**src/rtl/stepper_ramp_controller.sv**
```systemverilog
// rtl/stepper_ramp_controller.sv - trapezoidal period sequencer driving bipolar_micro_stepper
// Optional watchdog: define STEPPER_RAMP_WATCHDOG_EN (otherwise o_fault is tied 0).
module stepper_ramp_controller #(
  parameter int STEP_W   = 24,
  parameter int PERIOD_W = 32
) (
  input  logic                clk,
  input  logic                rst,
  input  logic                i_start,
  input  logic                i_abort,
  input  logic                i_direction,
  input  logic [STEP_W-1:0]   i_target_steps,
  input  logic [PERIOD_W-1:0] i_start_period,
  input  logic [PERIOD_W-1:0] i_min_period,
  input  logic [PERIOD_W-1:0] i_period_delta,
  output logic                o_busy,
  output logic                o_done,
  output logic                o_fault,
  output logic                o_stp_go,
  output logic                o_stp_stop,
  output logic                o_stp_direction,
  output logic [31:0]         o_stp_steps,
  output logic [PERIOD_W-1:0] o_stp_period,
  input  logic                i_stp_busy,
  input  logic [31:0]         i_stp_step_count
);

  typedef enum logic [2:0] {
    S_IDLE, S_LAUNCH, S_ACCEL, S_CRUISE, S_DECEL, S_DRAIN, S_DONE
  } state_t;

  state_t              r_state, w_state_n;
  logic                r_dir;
  logic [STEP_W-1:0]   r_target;
  logic [PERIOD_W-1:0] r_start_p, r_min_p, r_delta, r_period;
  logic [31:0]         r_base, r_last_cnt, r_n_acc;
  logic                r_go, r_stop, r_done;

  logic [PERIOD_W-1:0] w_period_n, w_dec, w_inc, w_min_clamp;
  logic [31:0]         w_n_acc_n, w_n_acc_inc, w_done_cnt, w_target32, w_rem;
  logic                w_go_n, w_stop_n, w_done_n, w_accept, w_fault_set;
  logic                w_step, w_reached, w_wdog_trip;

  assign w_done_cnt  = i_stp_step_count - r_base;
  assign w_target32  = 32'(r_target);
  assign w_reached   = (w_done_cnt >= w_target32);
  assign w_rem       = w_reached ? 32'd0 : (w_target32 - w_done_cnt);
  assign w_step      = (i_stp_step_count != r_last_cnt);
  assign w_n_acc_inc = r_n_acc + 32'd1;
  assign w_min_clamp = (i_min_period > i_start_period) ? i_start_period : i_min_period;
  // r_period always stays within [r_min_p, r_start_p], so these differences cannot wrap
  assign w_dec = ((r_period - r_min_p) > r_delta) ? (r_period - r_delta) : r_min_p;
  assign w_inc = ((r_start_p - r_period) > r_delta) ? (r_period + r_delta) : r_start_p;

`ifdef STEPPER_RAMP_WATCHDOG_EN
  logic [PERIOD_W+2:0] r_wdog;
  logic                r_fault;
  logic                w_ramp_state;

  assign w_ramp_state = (r_state == S_ACCEL) || (r_state == S_CRUISE) || (r_state == S_DECEL);
  assign w_wdog_trip  = (r_wdog > {1'b0, r_start_p, 2'b00});
  assign o_fault      = r_fault;

  always_ff @(posedge clk or posedge rst) begin
    if (rst) begin
      r_wdog  <= '0;
      r_fault <= 1'b0;
    end else begin
      r_wdog <= (w_ramp_state && !w_step) ? r_wdog + 1'b1 : '0;
      if (r_state == S_IDLE && i_start && !i_abort) r_fault <= 1'b0;
      else if (w_fault_set)                         r_fault <= 1'b1;
    end
  end
`else
  assign w_wdog_trip = 1'b0;
  assign o_fault     = 1'b0;
`endif

  always_ff @(posedge clk or posedge rst) begin
    if (rst) r_state <= S_IDLE;
    else     r_state <= w_state_n;
  end

  always_comb begin
    w_state_n   = r_state;
    w_period_n  = r_period;
    w_n_acc_n   = r_n_acc;
    w_go_n      = r_go;
    w_stop_n    = 1'b0;
    w_done_n    = 1'b0;
    w_accept    = 1'b0;
    w_fault_set = 1'b0;
    if (r_state != S_IDLE && r_state != S_DONE && (i_abort || w_wdog_trip)) begin
      w_stop_n    = 1'b1;
      w_go_n      = 1'b0;
      w_fault_set = w_wdog_trip;
      w_state_n   = S_DONE;
    end else begin
      case (r_state)
        S_IDLE: begin
          if (i_start && !i_abort) begin
            if (i_target_steps == '0) begin
              w_done_n = 1'b1;
            end else begin
              w_accept   = 1'b1;
              w_period_n = i_start_period;
              w_n_acc_n  = 32'd0;
              w_state_n  = S_LAUNCH;
            end
          end
        end
        S_LAUNCH: begin
          w_go_n    = 1'b1;
          w_state_n = S_ACCEL;
        end
        S_ACCEL: begin
          // Odd move: middle step holds the peak; even move: turn right after the last decrement
          if (w_step) begin
            if (w_rem <= r_n_acc) begin
              w_state_n = S_DECEL;
            end else begin
              w_n_acc_n  = w_n_acc_inc;
              w_period_n = w_dec;
              if (w_rem <= w_n_acc_inc)  w_state_n = S_DECEL;
              else if (w_dec == r_min_p) w_state_n = S_CRUISE;
            end
          end else if (r_period == r_min_p) begin
            w_state_n = S_CRUISE;
          end
        end
        S_CRUISE: begin
          if (w_step && (w_rem <= r_n_acc)) w_state_n = S_DECEL;
        end
        S_DECEL: begin
          if (w_step)           w_period_n = w_inc;
          if (w_rem == 32'd0)   w_state_n  = S_DRAIN;
        end
        S_DRAIN: begin
          if (w_reached) begin
            w_go_n    = 1'b0;
            w_state_n = S_DONE;
          end
        end
        S_DONE: begin
          if (!i_stp_busy) begin
            w_done_n  = 1'b1;
            w_state_n = S_IDLE;
          end
        end
        default: w_state_n = S_IDLE;
      endcase
    end
  end

  always_ff @(posedge clk or posedge rst) begin
    if (rst) begin
      r_dir      <= 1'b0;
      r_target   <= '0;
      r_start_p  <= '0;
      r_min_p    <= '0;
      r_delta    <= '0;
      r_period   <= '0;
      r_base     <= '0;
      r_last_cnt <= '0;
      r_n_acc    <= '0;
      r_go       <= 1'b0;
      r_stop     <= 1'b0;
      r_done     <= 1'b0;
    end else begin
      r_period   <= w_period_n;
      r_n_acc    <= w_n_acc_n;
      r_go       <= w_go_n;
      r_stop     <= w_stop_n;
      r_done     <= w_done_n;
      r_last_cnt <= i_stp_step_count;
      if (w_accept) begin
        r_dir     <= i_direction;
        r_target  <= i_target_steps;
        r_start_p <= i_start_period;
        r_min_p   <= w_min_clamp;
        r_delta   <= i_period_delta;
      end
      if (r_state == S_LAUNCH) r_base <= i_stp_step_count;
    end
  end

  assign o_busy          = (r_state != S_IDLE);
  assign o_done          = r_done;
  assign o_stp_go        = r_go;
  assign o_stp_stop      = r_stop;
  assign o_stp_direction = r_dir;
  assign o_stp_steps     = {r_target, 8'h00};
  assign o_stp_period    = r_period;

endmodule
```
**config.mk**
```make
export PLATFORM = sky130hd
export DESIGN_NAME = stepper_ramp_controller
export DESIGN_NICKNAME = d
export VERILOG_FILES = /design/src/rtl/stepper_ramp_controller.sv
export SDC_FILE = /design/constraint.sdc
export NUM_CORES = 1
export LEC_CHECK = 0
export ABC_CLOCK_PERIOD_IN_PS = 8900
export BUFFER_PORTS_ARGS = -buffer_cell sky130_fd_sc_hd__buf_4
export CAP_MARGIN = 20
export CORE_ASPECT_RATIO = 0.7
export CORE_UTILIZATION = 45
export DETAILED_ROUTE_END_ITERATION = 16
export SYNTH_ARGS = -nofsm -noshare
export SYNTH_HDL_FRONTEND = slang
export SYNTH_SLANG_ARGS = --single-unit
```
**constraint.sdc**
```tcl
create_clock -name clk -period 8.9 [get_ports clk]
set_input_delay 0 -clock clk [delete_from_list [all_inputs] [get_ports clk]]
set_output_delay 0 -clock clk [all_outputs]
set_load 0.02 [all_outputs]
```
# Yosys cells after proc, flatten, opt, wreduce, memory -nomap -nowiden
# Cells that the tools add are included.
[classes]
eq_ne = 23
order_cmp = 6
bitwise = 1
muxes = 41
n_reduce_logical = 16
addsub = 7
[op_table]
columns = ["op", "n"]
rows = [
  ["$mux W32", 13],
  ["$sub A32 B32 Y32", 4],
  ["$gt A32 B32 Y1", 3],
  ["$pmux W32 S3", 1],
  ["$eq A32 B32 Y1", 2],
  ["$le A32 B32 Y1", 2],
  ["$pmux W32 S2", 1],
  ["$mux W3", 12],
  ["$add A32 B1 Y32 const B", 1],
  ["$add A32 B32 Y32", 1],
  ["$ge A32 B24 Y1", 1],
  ["$logic_not A32 Y1", 1],
  ["$ne A32 B32 Y1", 1],
  ["$sub A24 B32 Y32", 1],
  ["$logic_not A24 Y1", 1],
  ["$ne A3 B3 Y1 const B", 7],
  ["$pmux W3 S7", 1],
  ["$mux W1", 11],
  ["$ne A2 B2 Y1 const B", 5],
  ["$eq A3 B3 Y1 const B", 3],
  ["$reduce_bool A3 Y1", 3],
  ["$reduce_and A8 Y1", 1],
  ["$reduce_and A7 Y1", 1],
  ["$eq A3 B2 Y1 const B", 2],
  ["11 further kinds", 15],
]
[totals]
output_inout_bits = 70
in_bits = 158
ff_bits = 255

# Depth between registers and ports, before layout
# Gate-level depths: netlist (run 1).
[logic_depth]
depth_word = 10
depth_mapped = 37
ltp_nobuf = 33

# Least setup slack after synthesis (run 1)
# No wires, ideal clock.
[synth_timing]
path_type = "reg-to-reg"
start = "register r_base[0]"
end = "register r_period[19] (netlist: o_stp_period[19])"
path_slack_ns = 1.932
stages_incl_launch_ff = 34
n_path_buf = 4
arrival_ns = 6.842
path_cell_list = "dfrtp_1 ha_1 fa_1 nand2b_1 a21o_1 a21oi_1 a41o_1 a21oi_1 xor2_1 ha_1 a21o_1 a21o_1 a21oi_1 o21ai_0 a21o_1 a221oi_1 nor3_1 nand4_1 clkbuf_1 clkbuf_1 nor2_1 ha_1 nand4_1 nor2_1 nand4_1 or3_1 or3_1 or2_2 o221ai_2 a31oi_4 a21o_1 buf_4 buf_6 mux2_4"
[synth_between]
elab_chain_cells = 6
elab_cells_between_ends = 7
[synth_rtl]
columns = ["element", "line_no", "source"]
rows = [
  ["from (decl)", "36", "logic [31:0] r_base, r_last_cnt, r_n_acc;"],
  ["from (signal assigned)", "183", "if (r_state == S_LAUNCH) r_base <= i_stp_step_count;"],
  ["$sub A32 B32 Y32 *", "44", "assign w_done_cnt = i_stp_step_count - r_base;"],
  ["$sub A24 B32 Y32 / $ge A32 B24 Y1 (equally long branches)", "47, 46", ""],
  ["$mux W32 *", "47", "assign w_rem = w_reached ? 32'd0 : (w_target32 - w_done_cnt);"],
  ["$le A32 B32 Y1 *", "119", "if (w_rem <= r_n_acc) begin"],
  ["$ne A2 B2 Y1 (no source line) *", "-", ""],
  ["$reduce_and A7 Y1 (no source line) *", "-", ""],
  ["to (signal assigned)", "170", "r_period <= w_period_n;"],
  ["to (decl)", "35", "logic [PERIOD_W-1:0] r_start_p, r_min_p, r_delta, r_period;"],
]
# Every way passes the cells marked *; elsewhere a longest branch is shown, timed or not.
# A chain may end at the register's enable or synchronous reset.

# Worst setup path after layout (run 1)
[layout_timing]
start = "register r_base[0]"
end = "register r_state[2]"
[layout_between]
elab_chain_cells = 9
elab_cells_between_ends = 18
[layout_rtl]
columns = ["element", "line_no", "source"]
rows = [
  ["$sub A32 B32 Y32 *", "44", ""],
  ["$sub A24 B32 Y32 / $ge A32 B24 Y1 (equally long branches)", "47, 46", ""],
  ["$mux W32", "47", ""],
  ["$le A32 B32 Y1", "124", "if (w_rem <= w_n_acc_inc) w_state_n = S_DECEL;"],
  ["$mux W3", "124", ""],
  ["$mux W3", "119", ""],
  ["$mux W3", "118", "if (w_step) begin"],
  ["$pmux W3 S7", "99", "case (r_state)"],
  ["$mux W3", "93", "if (r_state != S_IDLE && r_state != S_DONE && (i_abort || w_wdog_trip)) begin"],
  ["to (signal assigned)", "81", "else r_state <= w_state_n;"],
  ["to (decl)", "32", "state_t r_state, w_state_n;"],
]
# Marks and branches as above.

==> impl_metrics.yaml, run 1 <==
logic_synthesis:
  syn_avg_cell_area_um2: 8.19
  synth_edf_count: 0
  yosysWarnings: 0
  synth.largest_area_cell: "dfrtp_1"
  synth_ff_type: "dfrtp_1"
  yosysSeqAreaShare: 0.246
  ys_top_cells_by_area: "dfrtp_1 (25%), ha_1 (16%), xnor2_1 (5.7%)"
  netlist.area_leader.share: 0.246
  ys_top_cells_by_count: "ha_1 (338), nand2_1 (279), inv_1 (257)"
  synth_cells: 3168
  async_flop_share: 1.00
  synth_cell_types: 100
  yosysMostFrequentCell: "ha_1"
  synth_seq_cells: 255
  netlist_area_mm2: 0.0259
die:
  die_area_mm2: 0.0586
  rows: 73
  die_w_um: 289
  io_pins: 228
  die_y_um: 203
  start_util: 0.457
  core_mm2: 0.0568
placed_design:
  dp_slack_ns: 0.670
  place.gp.congestion: 1.03
  portBuffers: 218
  hpwl_mm: 79.3
  placed_cells: 4056
timing:
  post-route-period-util: 0.921
  final.min_clock_period_ns: 8.19
  setup_viol: 0
  setup-tns-final_ns: 0
  slew_violations: 0
  fin_worst_skew_ns: 0.0158
  worst_pin_slew_ns: 1.24
  slew_headroom: 0.171
  setup_ws_ns: 0.706
  rsz0062_at_grt: "no"
  hold_violations: 0
  clock.fmax_mhz: 122
route:
  wl_per_cell_um: 23.3
  via_count: 25665
  initialDrtViolationCount: 2622
  dr.pass1.iters: 6
  via_per_inst: 5.99
  drc: 0
  ant_nets: 0
  wl_mm: 100
global_routing:
  antenna_found_initial: 9
  grt_max_degree: 140
  grt_overflow_total: 0
  grt_pass1_wl_mm: 149
  grt_pass1_vias: 24129
  grt_usage: 0.335
worst_setup_path:
  setup.worst_path.start_class: "flop"
  cp.required_ns: 9.39
  crit_start: "r_base[0]"
  critPathCaptureType: "flop"
  r2r-start: "r_base[0]"
  cp.arrival_ns: 8.68
  r2r_cells: 30
  endpoint: "r_state[2]"
  critPathKind: "flop to flop"
  critPathSlowestCell: "a31oi_4"
  worst-path-stages: 30
  crit_buf_inv: 0
  crit_top_cell: "a21oi_1"
  critPathMaxFanout: 18
  worstReg2RegEnd: "r_state[2]"
  cp_top_family: "compound AO/OA/AOI/OAI gates"
  max_stage_delay_ns: 0.51
  ff2ff_setup_slack_ns: 0.71
cells_and_area:
  fin_cells: 4286
  nets: 4011
  area.growth.synth_to_final_pct: 20.1
  drive_gt1_frac: 0.118
  nFillCells: 5284
cts:
  cts_tree: "built"
  clockBufferDepth: 3
  clkTransAtPathRegs_ns: 0.06
  cts-root-buf: "clkbuf_16"
  numCtsBuffers: 30
  clk_latency_ns: 0.61
  post-cts-setup-buffers: 0
  cts_sinks: 255
  cts_htree_levels: 1
hold_path:
  hp-class: "primary input to flop"
outcome:
  status: "finished clean"
job:
  maxCapViolCount: 0
==> metal layers <==
layer	vias up	GRT usage	part of all wire
met5	-	0	0.00041
met4	6	0.0541	0.017
met3	102	0.108	0.12
met2	1165	0.434	0.37
met1	12355	0.528	0.50
li1	12037	-	-
==> cell usage in the layout (no fill, tap or decap), types with 31 or more instances in the layout <==
master / n
dfrtp_1: 255
xor2_1: 79
nor2_1: 234
nand2b_1: 33
o21a_1: 39
buf_4: 247
xnor2_1: 170
nor3_1: 48
nand3_1: 60
mux2i_1: 58
nor2b_1: 46
inv_1: 256
nand4_1: 68
mux2_2: 63
a21oi_1: 225
a21o_1: 86
dlygate4sd3_1: 170
and3_1: 31
o21ai_0: 241
nand2_1: 279
ha_1: 338
clkbuf_16: 31
==> registers in the layout (all words and copies together), names as in the netlist <==
register and cells:
o_done 1, o_stp_direction 1, o_stp_go 1, o_stp_period 32, o_stp_stop 1, r_base 32
r_delta 32, r_last_cnt 32, r_min_p 32, r_n_acc 32, r_start_p 32, r_state 3
r_target 24
==> kinds of logic (layout without fill, tap and decap cells) <==
group	after synthesis	in the layout	share of synthesized area
mux	122	122	0.0503
flops	255	255	0.246
other cells	1	20	0.000145
compound gates	905	905	0.227
buf+inv	386	735	0.0588
simple gates	906	906	0.166
fa+ha+maj	344	344	0.168
xor+xnor	249	249	0.0841
==> cell type report <==
type                            count  area [um^2]  area share
Clock inverter                     18          278     0.00892
Multi-Input combinational cell   2543        18100       0.582
Sequential cell                   255         6380       0.205
Inverter                          260          983      0.0316
Clock buffer                       38          852      0.0274
Tap cell                          750          938      0.0301
Antenna cell                        3         7.51    0.000241
Timing Repair Buffer              419         3570       0.115
==> through the flow <==
step / util / hold slack [ns] / area, um^2
after floorplan: - / 0.0314 / 26000
after global placement: 0.498 / 0.142 / 28300
after detailed placement: 0.498 / 0.148 / 28300
after CTS: 0.548 / 0.0537 / 31100
after global routing: 0.548 / 0.0889 / 31100
final: 0.548 / 0.0854 / 31200
==> worst min path at each step <==
| stage | from | end | slack (ns) | cells after the start |
|---|---|---|---|---|
| 4_1_cts | i_stp_step_count[22] | r_last_cnt[22] | 0.05 | 2 |
| 3_5_place_dp | i_stp_step_count[22] | r_last_cnt[22] | 0.15 | 1 |
| 5_1_grt | i_stp_step_count[30] | r_last_cnt[30] | 0.09 | 2 |
| 2_1_floorplan | i_stp_step_count[0] | r_last_cnt[0] | 0.03 | 0 |
| 3_3_place_gp | i_stp_step_count[0] | r_last_cnt[0] | 0.14 | 1 |
| 6_report | i_stp_step_count[30] | r_last_cnt[30] | 0.09 | 2 |
==> worst reg2reg max path, delay by kind of cell (launching register included) <==
kind | cells | cell delay (ns)
adder cells (fa/ha/maj) | 4 | 1.37
AO/OA/AOI/OAI | 17 | 4.16
XOR/XNOR | 1 | 0.16
AND/OR/NAND/NOR | 8 | 2.02
flip-flops | 1 | 0.38
==> repair_timing <==
item	CTS	global route
setup endpoints to repair	0	6
hold endpoints to repair	365	0
hold buffers	170	0
gates resized for setup	0	1
Power of run 1 is left out: the tool's default activity adds up to more than one toggle a clock period on the data nets, which glitch-free logic cannot reach.
==> inputs of run 2 (changes only) <==
Settings changed: CELL_PAD_IN_SITES_DETAIL_PLACEMENT set to 2, CELL_PAD_IN_SITES_GLOBAL_PLACEMENT set to 2, CORE_UTILIZATION 45 to 37, PLACE_DENSITY_LB_ADDON set to 0.1.
==> impl_metrics.yaml, run 2 (synthesis results as in run 1) <==
cells_and_area:
  mostFrequentLayoutCell: "ha_1"
  area.growth.synth_to_final_pct: 20.9
  final_cell_mix: "ha_1 (338), nand2_1 (279), inv_1 (256)"
  drive_gt1_frac: 0.120
  nets: 4013
  design_area_mm2: 0.0314
route:
  via_per_inst: 6.11
  drc: 0
  initialDrtViolationCount: 2027
  ant_nets: 0
  dr.pass1.iters: 6
  wl_mm: 129
  via_count: 27153
  wl_per_cell_um: 29.0
outcome:
  status: "finished clean"
worst_setup_path:
  endpoint: "r_state[0]"
  cp.required_ns: 9.43
  worstReg2RegEnd: "r_state[0]"
  ff2ff_setup_slack_ns: 0.48
  crit_top_cell: "a21oi_1"
  r2r_cells: 30
  cp.arrival_ns: 8.94
  critPathKind: "flop to flop"
  critPathCaptureType: "flop"
  critPathMaxFanout: 18
  crit_start: "r_base[0]"
  max_stage_delay_ns: 0.48
  setup.worst_path.start_class: "flop"
  critPathSlowestCell: "a31oi_4"
  r2r-start: "r_base[0]"
cts:
  clkTransAtPathRegs_ns: 0.08
  cts-root-buf: "clkbuf_16"
  cts_tree: "built"
  clockBufferDepth: 3
  cts_htree_levels: 1
  cts_sinks: 255
  numCtsBuffers: 31
  clk_latency_ns: 0.65
timing:
  final.min_clock_period_ns: 8.42
  clock.fmax_mhz: 119
  worst_pin_slew_ns: 1.35
  setup-tns-final_ns: 0
  slew_headroom: 0.103
  hold_violations: 0
  post-route-period-util: 0.946
  setup_viol: 0
  slew_violations: 0
  fin_worst_skew_ns: 0.0247
die:
  die_area_mm2: 0.0712
  die_w_um: 318
  start_util: 0.377
  core_mm2: 0.0688
  io_pins: 228
  die_y_um: 224
  rows: 80
global_routing:
  grt_max_degree: 72
  grt_overflow_total: 0
  grt_pass1_wl_mm: 192
  grt_usage: 0.356
  grt_pass1_vias: 29120
  antenna_found_initial: 11
placed_design:
  place_area_mm2: 0.0285
  hpwl_mm: 96.4
  portBuffers: 218
  place.gp.congestion: 0.931
hold_path:
  hp-class: "primary input to flop"
job:
  maxCapViolCount: 0
==> run 2: per-layer routing <==
metal  GRT usage  wire length, um  up-vias
li1            -                -    12022
met1       0.522            62400    14044
met2       0.516            52700      906
met3      0.0913            10600      173
met4      0.0835             3060        8
met5           0               45        -
==> run 2: through the flow <==
stage,setup slack (ns),hold slack [ns],cells,util
final,0.485,0.0312,4443,0.456
after CTS,0.313,0.0215,4435,0.455
after floorplan,1.89,0.0314,3184,-
after global routing,-0.0207,0.0380,4441,0.456
after detailed placement,0.429,0.101,4207,0.415
after global placement,0.859,0.0906,4207,0.415
==> run 2: worst min path at each step <==
stage | from | endpoint | depth (start not counted) | slack [ns]
floorplan | i_stp_step_count[0] | r_last_cnt[0] | 0 | 0.03
global placement | rst | r_n_acc[26] | 2 | 0.09
detailed placement | rst | r_delta[1] | 2 | 0.10
CTS | i_stp_step_count[22] | r_last_cnt[22] | 2 | 0.02
global route | i_stp_step_count[21] | r_last_cnt[21] | 2 | 0.04
finish | i_stp_step_count[27] | r_last_cnt[27] | 2 | 0.03
==> run 2: timing repair <==
| action | CTS | global route |
|---|---|---|
| hold buffers | 170 | 0 |
| buffers inserted | 0 | 3 |
| endpoints found under the hold margin | 294 | 0 |
| resized for setup | 0 | 3 |
| endpoints found under the setup margin | 0 | 45 |
==> run 2: final cells by class <==
class	instances	area [um^2]
multi-input cells	2543	18200
diodes	5	12.5
flip-flops and latches	255	6380
inverters	260	983
repair buffers	420	3590
fillers	7606	37400
clock inverters	24	285
well taps	902	1130
clock buffers	34	807
==> run 2: critical path: cells and delay by family, from the launching register on <==
family                   cells  cell delay (ns)
AO/OA/AOI/OAI               17             4.21
AND/OR/NAND/NOR              8             2.00
adder cells (fa/ha/maj)      4             1.48
flip-flops                   1             0.42
XOR/XNOR                     1             0.16
Power of run 2 is left out for the same reason.
